--- src/rtl/generic_fifo_pkg.sv ---
// ----------------------------------------------------------------------------
// generic_fifo_pkg
// Shared definitions for the generic FIFO family (single-clock and 2clk
// envelopes).
//   - DEF_PTR_WIDTH / CNT_WIDTH : default pointer width and occupancy width.
//   - fifo_err_e                : error code. Bit 0 means a write was attempted
//                                 while full; bit 1 means a read was attempted
//                                 while empty.
//   - ptr_inc()                 : pointer increment that wraps at an arbitrary
//                                 depth, which need not be a power of two.
// ----------------------------------------------------------------------------
package generic_fifo_pkg;

   localparam int DEF_PTR_WIDTH = 3;
   localparam int CNT_WIDTH     = DEF_PTR_WIDTH + 1;

   typedef enum logic [1:0] {
      ERR_NONE  = 2'b00,
      ERR_FULL  = 2'b01,
      ERR_EMPTY = 2'b10,
      ERR_BOTH  = 2'b11
   } fifo_err_e;

   // The last legal slot (depth-1) wraps to 0. The depth may be any integer.
   function automatic int ptr_inc(input int ptr, input int depth);
      return (ptr == depth - 1) ? 0 : ptr + 1;
   endfunction

endpackage : generic_fifo_pkg

--- src/rtl/generic_sync_fifo_thr_if.sv ---
// ----------------------------------------------------------------------------
// generic_sync_fifo_thr_if
// Handshake and status bundle for generic_sync_fifo_thr.
//   master : the user side. It drives flush, wr_op, wr_data, wr_mask, rd_op
//            and the thresholds, and observes data and status.
//   slave  : the FIFO side. It drives rd_data, rd_valid, the flags,
//            entry_used and the error pulses.
// ----------------------------------------------------------------------------
interface generic_sync_fifo_thr_if #(
   parameter int PTR_WIDTH = 3,
   parameter int DAT_WIDTH = 50
);
   logic                 flush;
   logic                 wr_op;
   logic [DAT_WIDTH-1:0] wr_data;
   logic [DAT_WIDTH-1:0] wr_mask;
   logic                 rd_op;
   logic [DAT_WIDTH-1:0] rd_data;
   logic                 rd_valid;
   logic [PTR_WIDTH:0]   afull_thr;
   logic [PTR_WIDTH:0]   aempty_thr;
   logic                 full;
   logic                 empty;
   logic                 almost_full;
   logic                 almost_empty;
   logic [PTR_WIDTH:0]   entry_used;
   logic                 full_err;
   logic                 empty_err;

   modport master (
      output flush, wr_op, wr_data, wr_mask, rd_op, afull_thr, aempty_thr,
      input  rd_data, rd_valid, full, empty, almost_full, almost_empty,
             entry_used, full_err, empty_err
   );

   modport slave (
      input  flush, wr_op, wr_data, wr_mask, rd_op, afull_thr, aempty_thr,
      output rd_data, rd_valid, full, empty, almost_full, almost_empty,
             entry_used, full_err, empty_err
   );
endinterface : generic_sync_fifo_thr_if

--- src/rtl/generic_sync_fifo_ctrl.sv ---
// ----------------------------------------------------------------------------
// generic_sync_fifo_ctrl
// Pointer, occupancy, flag and error bookkeeping for generic_sync_fifo_thr.
// Ports:
//   clk, reset            : clock and asynchronous active-high reset.
//   flush_i               : synchronous clear. It overrides any same-cycle
//                           operation and raises no error.
//   wr_op_i, rd_op_i      : requests. Acceptance is gated by the registered
//                           full and empty flags of the current cycle.
//   afull_thr_i/aempty_thr_i : thresholds, compared against the next-state count.
//   wr_acc_o, rd_acc_o    : accepted operations, used by the storage.
//   wr_ptr_o, rd_ptr_o    : slot addresses.
//   full_o .. entry_used_o: registered status.
//   full_err_o/empty_err_o: registered one-cycle error pulses.
// ----------------------------------------------------------------------------
module generic_sync_fifo_ctrl
   import generic_fifo_pkg::*;
#(
   parameter int PTR_WIDTH      = 3,
   parameter int NUM_OF_ENTRIES = 8
) (
   input  logic                 clk,
   input  logic                 reset,
   input  logic                 flush_i,
   input  logic                 wr_op_i,
   input  logic                 rd_op_i,
   input  logic [PTR_WIDTH:0]   afull_thr_i,
   input  logic [PTR_WIDTH:0]   aempty_thr_i,
   output logic                 wr_acc_o,
   output logic                 rd_acc_o,
   output logic [PTR_WIDTH-1:0] wr_ptr_o,
   output logic [PTR_WIDTH-1:0] rd_ptr_o,
   output logic                 full_o,
   output logic                 empty_o,
   output logic                 almost_full_o,
   output logic                 almost_empty_o,
   output logic [PTR_WIDTH:0]   entry_used_o,
   output logic                 full_err_o,
   output logic                 empty_err_o
);

   localparam int               CW    = PTR_WIDTH + 1;
   localparam logic [CW-1:0]    DEPTH = CW'(NUM_OF_ENTRIES);

   logic [PTR_WIDTH-1:0] wr_ptr_q, wr_ptr_d;
   logic [PTR_WIDTH-1:0] rd_ptr_q, rd_ptr_d;
   logic [CW-1:0]        cnt_q, cnt_d;
   logic                 full_q, empty_q, afull_q, aempty_q;
   fifo_err_e            err_q, err_d;
   logic                 wr_acc, rd_acc;

   // Only the registered flags gate acceptance. A same-cycle pop never makes
   // room for a push, and a same-cycle push never feeds a pop.
   assign wr_acc = wr_op_i & ~full_q  & ~flush_i;
   assign rd_acc = rd_op_i & ~empty_q & ~flush_i;

   always_comb begin
      wr_ptr_d = wr_ptr_q;
      rd_ptr_d = rd_ptr_q;
      cnt_d    = cnt_q;
      err_d    = ERR_NONE;
      if (flush_i) begin
         wr_ptr_d = '0;
         rd_ptr_d = '0;
         cnt_d    = '0;
      end else begin
         if (wr_acc)
            wr_ptr_d = PTR_WIDTH'(ptr_inc(int'(wr_ptr_q), NUM_OF_ENTRIES));
         if (rd_acc)
            rd_ptr_d = PTR_WIDTH'(ptr_inc(int'(rd_ptr_q), NUM_OF_ENTRIES));
         case ({wr_acc, rd_acc})
            2'b10:   cnt_d = cnt_q + CW'(1);
            2'b01:   cnt_d = cnt_q - CW'(1);
            default: cnt_d = cnt_q;
         endcase
         err_d = fifo_err_e'({rd_op_i & empty_q, wr_op_i & full_q});
      end
   end

   always_ff @(posedge clk or posedge reset) begin
      if (reset) begin
         wr_ptr_q <= '0;
         rd_ptr_q <= '0;
         cnt_q    <= '0;
         full_q   <= 1'b0;
         empty_q  <= 1'b1;
         afull_q  <= 1'b0;
         aempty_q <= 1'b1;
         err_q    <= ERR_NONE;
      end else begin
         wr_ptr_q <= wr_ptr_d;
         rd_ptr_q <= rd_ptr_d;
         cnt_q    <= cnt_d;
         // Flags follow the next-state count, so they line up with entry_used.
         full_q   <= (cnt_d == DEPTH);
         empty_q  <= (cnt_d == '0);
         afull_q  <= (cnt_d >= afull_thr_i);
         aempty_q <= (cnt_d <= aempty_thr_i);
         err_q    <= err_d;
      end
   end

   assign wr_acc_o       = wr_acc;
   assign rd_acc_o       = rd_acc;
   assign wr_ptr_o       = wr_ptr_q;
   assign rd_ptr_o       = rd_ptr_q;
   assign full_o         = full_q;
   assign empty_o        = empty_q;
   assign almost_full_o  = afull_q;
   assign almost_empty_o = aempty_q;
   assign entry_used_o   = cnt_q;
   assign full_err_o     = (err_q == ERR_FULL)  || (err_q == ERR_BOTH);
   assign empty_err_o    = (err_q == ERR_EMPTY) || (err_q == ERR_BOTH);

endmodule : generic_sync_fifo_ctrl

--- src/rtl/generic_sync_fifo_thr.sv ---
// ----------------------------------------------------------------------------
// generic_sync_fifo_thr
// Single-clock FIFO built on a flop array. It has a per-bit write mask,
// programmable almost-full and almost-empty thresholds, a synchronous flush
// and registered error pulses. The depth may be any value from 2 to
// 2^PTR_WIDTH.
// Ports:
//   clk     : clock. All logic runs on the rising edge.
//   reset   : asynchronous active-high reset. Storage is not cleared.
//   fifo_if : generic_sync_fifo_thr_if.slave. It carries the requests, data,
//             thresholds and status.
// Build option:
//   GENERIC_SYNC_FIFO_FWFT_EN defined   : first-word-fall-through. rd_data
//                                         always shows the head word,
//                                         rd_valid = ~empty, and rd_op pops
//                                         with zero latency.
//   GENERIC_SYNC_FIFO_FWFT_EN undefined : registered read with one cycle of
//                                         latency.
// ----------------------------------------------------------------------------
module generic_sync_fifo_thr
   import generic_fifo_pkg::*;
#(
   parameter int PTR_WIDTH      = 3,
   parameter int NUM_OF_ENTRIES = 8,
   parameter int DAT_WIDTH      = 50
) (
   input  logic                   clk,
   input  logic                   reset,
   generic_sync_fifo_thr_if.slave fifo_if
);

   logic                 wr_acc, rd_acc;
   logic [PTR_WIDTH-1:0] wr_ptr, rd_ptr;
   logic                 empty;
   logic [DAT_WIDTH-1:0] head_word;
   logic [DAT_WIDTH-1:0] mem_q [NUM_OF_ENTRIES];

   generic_sync_fifo_ctrl #(
      .PTR_WIDTH      (PTR_WIDTH),
      .NUM_OF_ENTRIES (NUM_OF_ENTRIES)
   ) u_ctrl (
      .clk            (clk),
      .reset          (reset),
      .flush_i        (fifo_if.flush),
      .wr_op_i        (fifo_if.wr_op),
      .rd_op_i        (fifo_if.rd_op),
      .afull_thr_i    (fifo_if.afull_thr),
      .aempty_thr_i   (fifo_if.aempty_thr),
      .wr_acc_o       (wr_acc),
      .rd_acc_o       (rd_acc),
      .wr_ptr_o       (wr_ptr),
      .rd_ptr_o       (rd_ptr),
      .full_o         (fifo_if.full),
      .empty_o        (empty),
      .almost_full_o  (fifo_if.almost_full),
      .almost_empty_o (fifo_if.almost_empty),
      .entry_used_o   (fifo_if.entry_used),
      .full_err_o     (fifo_if.full_err),
      .empty_err_o    (fifo_if.empty_err)
   );

   assign fifo_if.empty = empty;

   // Masked write: bits whose mask is 0 keep what the slot already held.
   always_ff @(posedge clk) begin
      if (wr_acc)
         mem_q[wr_ptr] <= (fifo_if.wr_data & fifo_if.wr_mask) |
                          (mem_q[wr_ptr] & ~fifo_if.wr_mask);
   end

   assign head_word = mem_q[rd_ptr];

`ifdef GENERIC_SYNC_FIFO_FWFT_EN
   // The head is combinational from the array. While empty, rd_data is forced
   // to 0 so reset and flush never expose stale or uninitialised slots.
   assign fifo_if.rd_data  = empty ? '0 : head_word;
   assign fifo_if.rd_valid = ~empty;
`else
   logic [DAT_WIDTH-1:0] rd_data_q;
   logic                 rd_valid_q;

   // rd_acc is already low during a flush, so the same term also clears
   // rd_valid on flush. rd_data keeps the last popped word.
   always_ff @(posedge clk or posedge reset) begin
      if (reset) begin
         rd_data_q  <= '0;
         rd_valid_q <= 1'b0;
      end else begin
         rd_valid_q <= rd_acc;
         if (rd_acc)
            rd_data_q <= head_word;
      end
   end

   assign fifo_if.rd_data  = rd_data_q;
   assign fifo_if.rd_valid = rd_valid_q;
`endif

endmodule : generic_sync_fifo_thr

--- src/flat_wrapper.sv ---
// flat-port wrapper written by rule: the top's interface ports become plain ports
module generic_sync_fifo_thr_flat import generic_fifo_pkg::*;
#(
   parameter int PTR_WIDTH      = 3,
   parameter int NUM_OF_ENTRIES = 8,
   parameter int DAT_WIDTH      = 50
)
  (clk, reset, fifo_if_flush, fifo_if_wr_op, fifo_if_wr_data, fifo_if_wr_mask, fifo_if_rd_op, fifo_if_afull_thr, fifo_if_aempty_thr, fifo_if_rd_data, fifo_if_rd_valid, fifo_if_full, fifo_if_empty, fifo_if_almost_full, fifo_if_almost_empty, fifo_if_entry_used, fifo_if_full_err, fifo_if_empty_err);
  generic_sync_fifo_thr_if #(.PTR_WIDTH(PTR_WIDTH), .DAT_WIDTH(DAT_WIDTH)) fifo_if_i ();
  input  logic clk;
  input  logic reset;
  input wire logic [$bits(fifo_if_i.flush)-1:0] fifo_if_flush;
  input wire logic [$bits(fifo_if_i.wr_op)-1:0] fifo_if_wr_op;
  input wire logic [$bits(fifo_if_i.wr_data)-1:0] fifo_if_wr_data;
  input wire logic [$bits(fifo_if_i.wr_mask)-1:0] fifo_if_wr_mask;
  input wire logic [$bits(fifo_if_i.rd_op)-1:0] fifo_if_rd_op;
  input wire logic [$bits(fifo_if_i.afull_thr)-1:0] fifo_if_afull_thr;
  input wire logic [$bits(fifo_if_i.aempty_thr)-1:0] fifo_if_aempty_thr;
  output wire logic [$bits(fifo_if_i.rd_data)-1:0] fifo_if_rd_data;
  output wire logic [$bits(fifo_if_i.rd_valid)-1:0] fifo_if_rd_valid;
  output wire logic [$bits(fifo_if_i.full)-1:0] fifo_if_full;
  output wire logic [$bits(fifo_if_i.empty)-1:0] fifo_if_empty;
  output wire logic [$bits(fifo_if_i.almost_full)-1:0] fifo_if_almost_full;
  output wire logic [$bits(fifo_if_i.almost_empty)-1:0] fifo_if_almost_empty;
  output wire logic [$bits(fifo_if_i.entry_used)-1:0] fifo_if_entry_used;
  output wire logic [$bits(fifo_if_i.full_err)-1:0] fifo_if_full_err;
  output wire logic [$bits(fifo_if_i.empty_err)-1:0] fifo_if_empty_err;
  assign fifo_if_i.flush = fifo_if_flush;
  assign fifo_if_i.wr_op = fifo_if_wr_op;
  assign fifo_if_i.wr_data = fifo_if_wr_data;
  assign fifo_if_i.wr_mask = fifo_if_wr_mask;
  assign fifo_if_i.rd_op = fifo_if_rd_op;
  assign fifo_if_i.afull_thr = fifo_if_afull_thr;
  assign fifo_if_i.aempty_thr = fifo_if_aempty_thr;
  assign fifo_if_rd_data = fifo_if_i.rd_data;
  assign fifo_if_rd_valid = fifo_if_i.rd_valid;
  assign fifo_if_full = fifo_if_i.full;
  assign fifo_if_empty = fifo_if_i.empty;
  assign fifo_if_almost_full = fifo_if_i.almost_full;
  assign fifo_if_almost_empty = fifo_if_i.almost_empty;
  assign fifo_if_entry_used = fifo_if_i.entry_used;
  assign fifo_if_full_err = fifo_if_i.full_err;
  assign fifo_if_empty_err = fifo_if_i.empty_err;
  generic_sync_fifo_thr #(.PTR_WIDTH(PTR_WIDTH), .NUM_OF_ENTRIES(NUM_OF_ENTRIES), .DAT_WIDTH(DAT_WIDTH)) u_core (.clk(clk), .reset(reset), .fifo_if(fifo_if_i));
endmodule
--- config.mk ---
export PLATFORM = sky130hd
export DESIGN_NAME = generic_sync_fifo_thr_flat
export DESIGN_NICKNAME = d
export VERILOG_FILES = /design/src/rtl/generic_fifo_pkg.sv /design/src/rtl/generic_sync_fifo_thr_if.sv /design/src/rtl/generic_sync_fifo_ctrl.sv /design/src/rtl/generic_sync_fifo_thr.sv /design/src/flat_wrapper.sv
export SDC_FILE = /design/constraint.sdc
export NUM_CORES = 1
export LEC_CHECK = 0
export CORE_UTILIZATION = 60
export DETAILED_ROUTE_END_ITERATION = 8
export PLACE_DENSITY = 0.88
export SYNTH_ARGS = -nofsm -noshare
export SYNTH_HDL_FRONTEND = slang
export SYNTH_SLANG_ARGS = --single-unit
--- constraint.sdc ---
create_clock -name clk -period 14.3 [get_ports clk]
set_input_delay 1.43 -clock clk [delete_from_list [all_inputs] [get_ports clk]]
set_output_delay 1.43 -clock clk [all_outputs]
set_load 0.01 [all_outputs]
==> results of run 1 <==
## state kept, by name (all words and copies together), names as in the netlist, 2 cells and up
name,count
u_core.u_ctrl.entry_used_o,4
u_core.u_ctrl.err_q,2
u_core.u_ctrl.wr_ptr_o,3
u_core.fifo_if.rd_data,50
u_core.mem_q,400
u_core.u_ctrl.rd_ptr_o,3
## kinds of logic (layout without fill, tap and decap cells)
logic type / Yosys count / in the layout / share of synthesized area
DFF: 467 / 467 / 0.642
muxes: 287 / 287 / 0.215
AOI/OAI and AO/OA: 237 / 237 / 0.0755
and+or+nand+nor: 163 / 163 / 0.0342
buffers and inverters: 122 / 317 / 0.0239
adders and majority gates: 14 / 14 / 0.00822
xor gates and xnor gates: 3 / 3 / 0.00123
## per-layer routing
metal | vias to the layer above | track usage
li1 | 5566 | -
met1 | 6633 | 0.385
met2 | 920 | 0.481
met3 | 168 | 0.0565
met4 | 0 | 0.126
met5 | - | 0
## cell type report
type	instances	area (sq um)	area share
clock buffer	70	1310	0.0525
clock inverter	16	164	0.00656
inverter	31	120	0.00481
multi-input combinational	704	7170	0.287
sequential	467	13700	0.549
tap	455	569	0.0228
timing repair buffer	200	1930	0.0774
## final timing paths
kind,endpoint,start,slack [ns],cells past startpoint
max,u_core.u_ctrl.almost_empty_o$_DFF_PP1_,fifo_if_flush,9.13,17
min,u_core.fifo_if.rd_data[17]$_DFFE_PP0P_,u_core.fifo_if.rd_data[17]$_DFFE_PP0P_,0.48,2
max reg2reg,u_core.mem_q[3][35]$_DFFE_PP_,u_core.u_ctrl.wr_ptr_o[2]$_DFFE_PP0P_,10.14,8
min reg2reg,u_core.fifo_if.rd_data[17]$_DFFE_PP0P_,u_core.fifo_if.rd_data[17]$_DFFE_PP0P_,0.48,2
max in group asynchronous,u_core.u_ctrl.wr_ptr_o[1]$_DFFE_PP0P_,reset,12.22,2
min in group asynchronous,u_core.fifo_if.rd_data[47]$_DFFE_PP0P_,reset,1.42,2
## report_power, final
part	switching [mW]	internal, mW
clock network	0.502	0.674
logic	0.213	0.222
registers	0.0480	1.57
## cell usage in the layout, fill, tap and decap left out, types with 4 or more instances in the layout
master	Yosys	routed
a2111oi_0	7	7
a21oi_1	29	29
a221o_1	8	8
a221oi_1	33	33
a22o_1	11	11
a22oi_1	27	27
buf_4	2	27
clkbuf_1	40	18
clkbuf_16	0	47
clkbuf_8	0	5
clkdlybuf4s50_1	0	173
clkinv_2	1	6
clkinvlp_4	0	4
dfrtp_1	65	59
dfrtp_4	0	6
edfxtp_1	400	400
ha_1	14	14
inv_1	28	27
mux2_2	63	63
mux2i_1	94	94
mux4_2	130	130
nand2_1	85	85
nand2b_1	5	5
nor2_1	32	31
nor2b_1	14	12
nor3_1	11	7
nor3_2	0	4
o21ai_0	82	82
o221ai_1	6	6
o22ai_1	10	10
o2bb2ai_1	6	6
## tightest hold or removal path: stages (launching register included)
cell and delay (ns):
dfrtp_1 0.34, nand2_1 0.05, o21ai_0 0.06
==> metrics.md, run 1 <==
| Metric | Value |
|---|---|
| Number of gates given a new drive strength after cts | `0` |
| Final min period | `5.17 ns` |
| Initial DRC count | `1533` |
| DRC Markers | `0` |
| Cell-by-cell trace of the critical path | `clkdlybuf4s50_1 > or3b_4 > buf_4 > clkinv_2 > nand2_1 > xnor2_1 > ha_1 > a21oi_1 > and3_1 > o21bai_1 > xnor2_1 > nor2_1 > ha_1 > o21ai_0 > nand2b_1 > a21oi_1 > a41o_1` |
| Vias per cell | `6.84` |
| YS warnings | `0` |
| RSZ-0062 raised after global routing | `false` |
| CP max stage delay | `0.81 ns` |
| Fin. Hold Viols | `0` |
| Worst-case hold slack | `0.479 ns` |
| Row cnt | `68` |
| Syn Area/Cell | `16.5 sq um` |
| Worst EP arrival | `5.65 ns` |
| Ant diodes | `0` |
| Leak | `8.21 nW` |
| Die Y | `191 microns` |
| Reg clk slew, reported paths | `0.06 ns` |
| Pwr/cell area | `129 nW/um^2` |
| Worst EP required | `14.79 ns` |
| I/O Buffers | `173` |
| Outcome | `complete, no violations` |
| Root buf cell | `clkbuf_16` |
| Initial antenna violation count | `0` |
| Cts bufs inserted | `46` |
| Routed WL per cell | `27.0 microns` |
| Met2 wire length | `25900 microns` |
| EDFF count, synth | `400` |
| Worst path buffer plus inverter count | `3` |
| Num ports | `174` |
| Fin area | `25000 sq um` |
| Core area | `34700 sq um` |
| Clk sink count | `467` |
| FILL cells | `2051` |
| TritonCTS clock tree | `done` |
| Share of the synthesized area in the top cell type | `0.563` |
| Slowest CP cell | `clkdlybuf4s50_1` |
| Utilization after layout | `0.720` |
| Worst slack, placed | `8.63 ns` |
| Largest cells by area after synthesis | `edfxtp_1 (56%), mux4_2 (14%), dfrtp_1 (7.6%)` |
| Seq/Total Area, Yosys | `0.642` |
| DP Cell Count | `1857` |
| Post-synthesis net count | `1420` |
| Max cap viols | `0` |
| Routed Antenna Nets | `0` |
| Max Clock Freq | `0.193 GHz` |
| Rel. slew slack | `0.151` |
| Cell area after synthesis | `21300 sq um` |
| Share of cells above drive strength 1 | `0.208` |
| WL final | `52400 microns` |
| Peak fanout along the critical path | `54` |
| Largest net degree at the start of global routing | `81` |
| Worst setup path class | `input pin to flop` |
| Setup TNS | `0 ns` |
| Async S/R FF share, synth | `0.143` |
| Post-layout total power | `3.23 mW` |
| Drt pass-1 iters | `5` |
| WL met1 | `18900 microns` |
| Worst-Skew Late Latency | `0.57 ns` |
| Worst Setup Slack, final | `9.13 ns` |
| Top Layer Used | `met4` |
| Max Clock Skew | `0.0284 ns` |
| Synth cell count leaders | `edfxtp_1 (400), mux4_2 (130), mux2i_1 (94)` |
| Final Cycle Share | `0.361` |
| DP Area | `23500 sq um` |
| Die ar. | `36300 sq um` |
| Synthesized instance count | `1293` |
| GRT Total Usage | `0.293` |
| First-pass GRT wire length | `78500 microns` |
| Worst vdd ir | `91.8 uV` |
| DP HPWL | `30600 microns` |
| Clk buf depth | `3` |
| Number of global-route vias before repair | `13700` |
| Most common cell in the netlist | `edfxtp_1` |
| Delay-heaviest family, CP | `buffers and inverters` |
| Setup crit end kind | `flop` |
| Htree depth | `2` |
| Via count | `13300` |
| Least-Margin Pin Slew | `1.27 ns` |
| Top FF cell, synth | `edfxtp_1` |
| Initial Util | `0.614` |
| Die Width | `191 microns` |
| Gr ovfl total | `0` |
| Hold Buf Count CTS | `0` |
| Total Nets Final | `1577` |
| Slew Limit Fails | `0` |
| Fin cells | `1943` |
| CP Launch Type | `input pin` |
| Synth unique cells | `53` |
| Post-CTS Setup Inserts | `0` |
| Min-Delay Path Class | `flop to flop` |
| Finish-stage setup viols | `0` |
| Seq cells post-synth | `467` |
| DR WL met3 | `5600 microns` |
| Placer Congestion | `0.815` |
| Area grow syn2layout | `17.2%` |
| Post-synth top area cell | `edfxtp_1` |
(Power assumes the default switching activity.)
==> run 2, diff against run 1 <==
--- a/config.mk
+++ b/config.mk
@@ -5,9 +5,9 @@
 export SDC_FILE = /design/constraint.sdc
 export NUM_CORES = 1
 export LEC_CHECK = 0
-export CORE_UTILIZATION = 60
+export CORE_UTILIZATION = 58
 export DETAILED_ROUTE_END_ITERATION = 8
-export PLACE_DENSITY = 0.88
+export PLACE_DENSITY = 0.86
 export SYNTH_ARGS = -nofsm -noshare
 export SYNTH_HDL_FRONTEND = slang
 export SYNTH_SLANG_ARGS = --single-unit
==> constraint.sdc (replaced) <==
create_clock -name clk -period 5 [get_ports clk]
set_input_delay 0.5 -clock clk [delete_from_list [all_inputs] [get_ports clk]]
set_output_delay 0.5 -clock clk [all_outputs]
set_load 0.01 [all_outputs]
==> run 2 against run 1 <==
  * Clock power rose to 2.9 times the previous value
  * Non-clock buffer count up 8
  * Combinational power rose to 2.9 times the previous value
  * Sequential power rose to 2.9 times the previous value
  * Register-to-register slack worse by 8.8 ns
  * Total power rose to 2.9 times the previous value
  * Via count up 1.9%
  * Flip-flop and latch count unchanged
==> metrics.md, run 2 (same netlist as run 1, synthesis figures left out) <==
| Metric | Value |
|---|---|
| GRT Total Usage | `0.290` |
| Share of cells above drive strength 1 | `0.210` |
| Worst-case hold slack | `0.477 ns` |
| Setup TNS | `0 ns` |
| Root buf cell | `clkbuf_16` |
| I/O Buffers | `173` |
| Outcome | `complete, no violations` |
| Clk sink count | `467` |
| Row cnt | `69` |
| Clk buf depth | `3` |
| Die Y | `194 microns` |
| DP Cell Count | `1870` |
| Setup crit end kind | `flop` |
| CP max stage delay | `1.03 ns` |
| Htree depth | `2` |
| Gr ovfl total | `0` |
| Max cap viols | `0` |
| Cts bufs inserted | `46` |
| Worst EP required | `5.26 ns` |
| Initial Util | `0.595` |
| Finish-stage setup viols | `0` |
| Slew Limit Fails | `0` |
| Slowest CP cell | `nor3_1` |
| Worst EP arrival | `3.92 ns` |
| DP HPWL | `31700 microns` |
| Number of global-route vias before repair | `13900` |
| Max Clock Skew | `0.0122 ns` |
| Leak | `8.28 nW` |
| Total Nets Final | `1585` |
| Delay-heaviest family, CP | `simple AND/OR/NAND/NOR gates` |
| Peak fanout along the critical path | `57` |
| Largest register FFs | `400` |
| Initial DRC count | `1717` |
| Most flop-heavy register | `u_core.mem_q` |
| FILL cells | `2233` |
| Via count | `13500` |
| TritonCTS clock tree | `done` |
| Worst setup path class | `flop to flop` |
| Pwr/cell area | `370 nW/um^2` |
| Commonest non-fill, non-tap cell in the layout | `edfxtp_1` |
| Worst-Skew Late Latency | `0.55 ns` |
| Number of gates given a new drive strength after cts | `0` |
| Routed Antenna Nets | `0` |
| Max Clock Freq | `0.274 GHz` |
| Utilization after layout | `0.700` |
| Core area | `35800 sq um` |
| Fin. Hold Viols | `0` |
| Worst path buffer plus inverter count | `1` |
| Area grow syn2layout | `17.6%` |
| First-pass GRT wire length | `82000 microns` |
| Vias per cell | `6.92` |
| Fin cells | `1955` |
| Reg clk slew, reported paths | `0.06 ns` |
| DP Area | `23600 sq um` |
| Drt pass-1 iters | `5` |
| Die Width | `194 microns` |
| Final Cycle Share | `0.731` |
| Die ar. | `37500 sq um` |
| Post-CTS Setup Inserts | `0` |
| Commonest cells after routing, fill and taps aside | `edfxtp_1 (400), clkdlybuf4s50_1 (173), mux4_2 (130)` |
| WL final | `54100 microns` |
| Hold Buf Count CTS | `0` |
| Ant diodes | `0` |
| Min-Delay Path Class | `flop to flop` |
| Rel. slew slack | `0.173` |
| CP Launch Type | `flop` |
| Placer Congestion | `0.862` |
| Cell-by-cell trace of the critical path | `inv_2 > nor3_1 > a22o_1 > a2111oi_0 > a21oi_1` |
| Largest net degree at the start of global routing | `101` |
| Final min period | `3.66 ns` |
| Num ports | `174` |
| Initial antenna violation count | `0` |
| DRC Markers | `0` |
| RSZ-0062 raised after global routing | `false` |
| Least-Margin Pin Slew | `1.23 ns` |
| Fin area | `25100 sq um` |
| Worst vdd ir | `281 uV` |
| Routed WL per cell | `27.7 microns` |
==> run 2: cell count changes in the layout (fill, tap and decap cells not counted) <==
| cell | change |
|---|---|
| buf_4 | +6 |
| nor3_2 | -4 |
| nor3_4 | +4 |
| clkbuf_8 | -3 |
| clkinv_1 | +3 |
| clkinvlp_4 | -3 |
| buf_12 | +2 |
| bufinv_16 | +2 |
| clkinv_2 | +2 |
| clkinv_8 | -2 |
| clkbuf_1 | -1 |
==> run 2: layer usage <==
metal	global-route usage	up-vias	routed length, microns
li1	-	5581	-
met1	0.396	6774	19800
met2	0.472	1026	26400
met3	0.0508	152	6040
met4	0.114	0	1830
met5	0	-	0
==> run 2: metrics by stage <==
| stage | setup slack, ns | total power, mW |
|---|---|---|
| after global routing | 1.23 | 9.57 |
| final | 1.34 | 9.28 |
| after CTS | 1.48 | 9.31 |
| after global placement | 1.27 | 5.92 |
| after detailed placement | 1.17 | 5.96 |
| after floorplan | -1.59 | 5.34 |
==> run 2: final timing paths <==
kind / startpoint / endpoint / slack (ns) / cells after the start
worst max-delay path: u_core.u_ctrl.wr_ptr_o[2]$_DFFE_PP0P_ / u_core.mem_q[7][22]$_DFFE_PP_ / 1.34 / 5
max in group asynchronous: reset / u_core.u_ctrl.wr_ptr_o[2]$_DFFE_PP0P_ / 3.75 / 2
min in group asynchronous: reset / u_core.fifo_if.rd_data[17]$_DFFE_PP0P_ / 0.54 / 2
worst min-delay path: u_core.fifo_if.rd_data[19]$_DFFE_PP0P_ / u_core.fifo_if.rd_data[19]$_DFFE_PP0P_ / 0.48 / 2
worst max register to register: u_core.u_ctrl.wr_ptr_o[2]$_DFFE_PP0P_ / u_core.mem_q[7][22]$_DFFE_PP_ / 1.34 / 5
worst min register to register: u_core.fifo_if.rd_data[19]$_DFFE_PP0P_ / u_core.fifo_if.rd_data[19]$_DFFE_PP0P_ / 0.48 / 2
==> run 2: worst min-delay path: stages, from the launching register on <==
cell and delay, ns:
dfrtp_1 0.34, nand2_1 0.05, o21ai_0 0.06
==> run 2: power breakdown <==
part / internal (mW) / switching (mW)
registers: 4.50 / 0.154
logic: 0.639 / 0.601
clock network: 1.97 / 1.42
==> run 2: cell type report <==
| type | count | area (sq um) | area share |
|---|---|---|---|
| sequential | 467 | 13700 | 0.547 |
| multi-input combinational | 704 | 7190 | 0.287 |
| timing repair buffer | 208 | 2020 | 0.0805 |
| clock inverter | 18 | 190 | 0.00758 |
| tap | 461 | 577 | 0.0230 |
| clock buffer | 66 | 1270 | 0.0505 |
| inverter | 31 | 120 | 0.00479 |
==> run 3, diff against run 2 <==
--- a/config.mk
+++ b/config.mk
@@ -5,9 +5,9 @@
 export SDC_FILE = /design/constraint.sdc
 export NUM_CORES = 1
 export LEC_CHECK = 0
-export CORE_UTILIZATION = 58
+export CORE_UTILIZATION = 53
 export DETAILED_ROUTE_END_ITERATION = 8
-export PLACE_DENSITY = 0.86
+export PLACE_DENSITY = 0.83
 export SYNTH_ARGS = -nofsm -noshare
 export SYNTH_HDL_FRONTEND = slang
 export SYNTH_SLANG_ARGS = --single-unit
==> constraint.sdc (replaced) <==
create_clock -name clk -period 3.2 [get_ports clk]
set_input_delay 0.32 -clock clk [delete_from_list [all_inputs] [get_ports clk]]
set_output_delay 0.32 -clock clk [all_outputs]
set_load 0.01 [all_outputs]
==> run 3 against run 2 <==
  * Cell area up 2.6%
  * Core utilization fell by 5.2 points
  * Worst setup slack got worse by 0.93 ns
  * Routed wire length grew 0.69%
  * Non-clock buffer count is 34 higher
  * Global-route usage decreased by 2.2 points
  * Sequential share of layout area is 1.4 points lower
  * Hold slack worse by 0.30 ns
  * Clock skew rose by 0.0073 ns
  * Combinational power rose by 61%
  * Register-to-register slack got worse by 0.93 ns
==> metrics.md, run 3 (same netlist as run 1, synthesis figures left out) <==
| Metric | Value |
|---|---|
| Outcome | `complete, no violations` |
| Share of cells above drive strength 1 | `0.236` |
| Most flop-heavy register | `u_core.mem_q` |
| I/O Buffers | `173` |
| Placer Congestion | `0.859` |
| Initial antenna violation count | `0` |
| Initial Util | `0.537` |
| Worst vdd ir | `395 uV` |
| Htree depth | `2` |
| GRT Total Usage | `0.269` |
| Largest register FFs | `400` |
| Routed WL per cell | `26.5 microns` |
| Die ar. | `41000 sq um` |
| Rel. slew slack | `0.352` |
| CP Launch Type | `flop` |
| Num ports | `174` |
| Drt pass-1 iters | `7` |
| Fin area | `25700 sq um` |
| Via count | `13400` |
| Commonest non-fill, non-tap cell in the layout | `edfxtp_1` |
| Hold Buf Count CTS | `0` |
| Gr ovfl total | `0` |
| RSZ-0062 raised after global routing | `false` |
| Total Nets Final | `1620` |
| DRC Markers | `0` |
| Fin cells | `2056` |
| Worst setup path class | `flop to flop` |
| Max Clock Freq | `0.359 GHz` |
| Clk sink count | `467` |
| Initial DRC count | `1473` |
| Worst-case hold slack | `0.179 ns` |
| Min-Delay Path Class | `input pin to asynchronous set/reset pin` |
| Max Clock Skew | `0.0195 ns` |
| Die Width | `203 microns` |
| Number of global-route vias before repair | `13700` |
| WL final | `54400 microns` |
| Max cap viols | `0` |
| Clk buf depth | `3` |
| Fin. Hold Viols | `0` |
| Die Y | `203 microns` |
| Worst-Skew Late Latency | `0.58 ns` |
| DP Area | `24100 sq um` |
| Vias per cell | `6.51` |
| DP HPWL | `33800 microns` |
| Pwr/cell area | `580 nW/um^2` |
| Area grow syn2layout | `20.7%` |
| TritonCTS clock tree | `done` |
| Number of gates given a new drive strength after cts | `0` |
| Final min period | `2.79 ns` |
| Slew Limit Fails | `0` |
| Routed Antenna Nets | `0` |
| Root buf cell | `clkbuf_16` |
| Core area | `39700 sq um` |
| Reg clk slew, reported paths | `0.06 ns` |
| Leak | `8.57 nW` |
| Commonest cells after routing, fill and taps aside | `edfxtp_1 (400), clkdlybuf4s50_1 (173), mux4_2 (130)` |
| DP Cell Count | `1969` |
| Cts bufs inserted | `47` |
| Worst EP required | `3.69 ns` |
| Final Cycle Share | `0.872` |
| Finish-stage setup viols | `0` |
| Setup crit end kind | `flop` |
| Post-CTS Setup Inserts | `0` |
| Largest net degree at the start of global routing | `101` |
| Peak fanout along the critical path | `4` |
| R2r setup slk | `0.41 ns` |
| Ant diodes | `0` |
| Least-Margin Pin Slew | `0.971 ns` |
| Row cnt | `73` |
| First-pass GRT wire length | `81800 microns` |
| Worst EP arrival | `3.28 ns` |
run 3: worst paths after layout:
path / from / to / depth (start not counted)
hold reg to reg: u_core.fifo_if.rd_data[29]$_DFFE_PP0P_ / u_core.fifo_if.rd_data[29]$_DFFE_PP0P_ / 2
setup reg to reg: u_core.u_ctrl.empty_o$_DFF_PP1_ / u_core.u_ctrl.almost_empty_o$_DFF_PP1_ / 15
setup / recovery: u_core.u_ctrl.empty_o$_DFF_PP1_ / u_core.u_ctrl.almost_empty_o$_DFF_PP1_ / 15
min in group clk: fifo_if_wr_op / u_core.u_ctrl.err_q[0]$_DFF_PP0_ / 2
max in group asynchronous: reset / u_core.u_ctrl.almost_empty_o$_DFF_PP1_ / 3
hold / removal: reset / u_core.fifo_if.rd_data[18]$_DFFE_PP0P_ / 2
run 3: cell type report:
cell class / count / area, sq um
clock buffer: 57 / 1280
clock inverter: 30 / 333
fill: 2712 / 14000
inverter: 31 / 120
multi-input combinational: 704 / 7210
sequential: 467 / 13700
tap: 525 / 657
timing repair buffer: 242 / 2420
run 3: critical path: stages, from the launching register on:
cell and delay [ns]:
dfstp_2 0.38, or3b_4 0.39, clkinv_2 0.06, nand2_1 0.06, xnor2_1 0.13, ha_1 0.18
a21oi_1 0.16, and3_1 0.18, o21bai_1 0.09, xnor2_1 0.24, nor2_1 0.12, ha_1 0.31
o21ai_0 0.08, nand2b_1 0.08, a21oi_1 0.07, a41o_1 0.20
run 3: power breakdown:
| group | switching, mW | internal (mW) |
|---|---|---|
| sequential | 0.213 | 7.03 |
| combinational | 0.972 | 1.03 |
| clock | 2.28 | 3.41 |
| total | 3.47 | 11.5 |
run 3: per-layer routing:
layer  part of all wire  GRT usage
met1               0.38      0.359
met2               0.48      0.437
met3               0.10     0.0467
met4              0.035      0.117
met5                  0          0
run 3: per-stage QoR:
step / TNS, ns / util / worst slack [ns] / power (mW)
after floorplan: -144.23 / - / -0.668 / 8.34
after global placement: 0 / 0.607 / 0.0791 / 9.31
after detailed placement: -0.0335 / 0.607 / -0.0335 / 9.36
after CTS: 0 / 0.648 / 0.424 / 15.0
after global routing: 0 / 0.648 / 0.158 / 15.4
final: 0 / 0.648 / 0.411 / 14.9
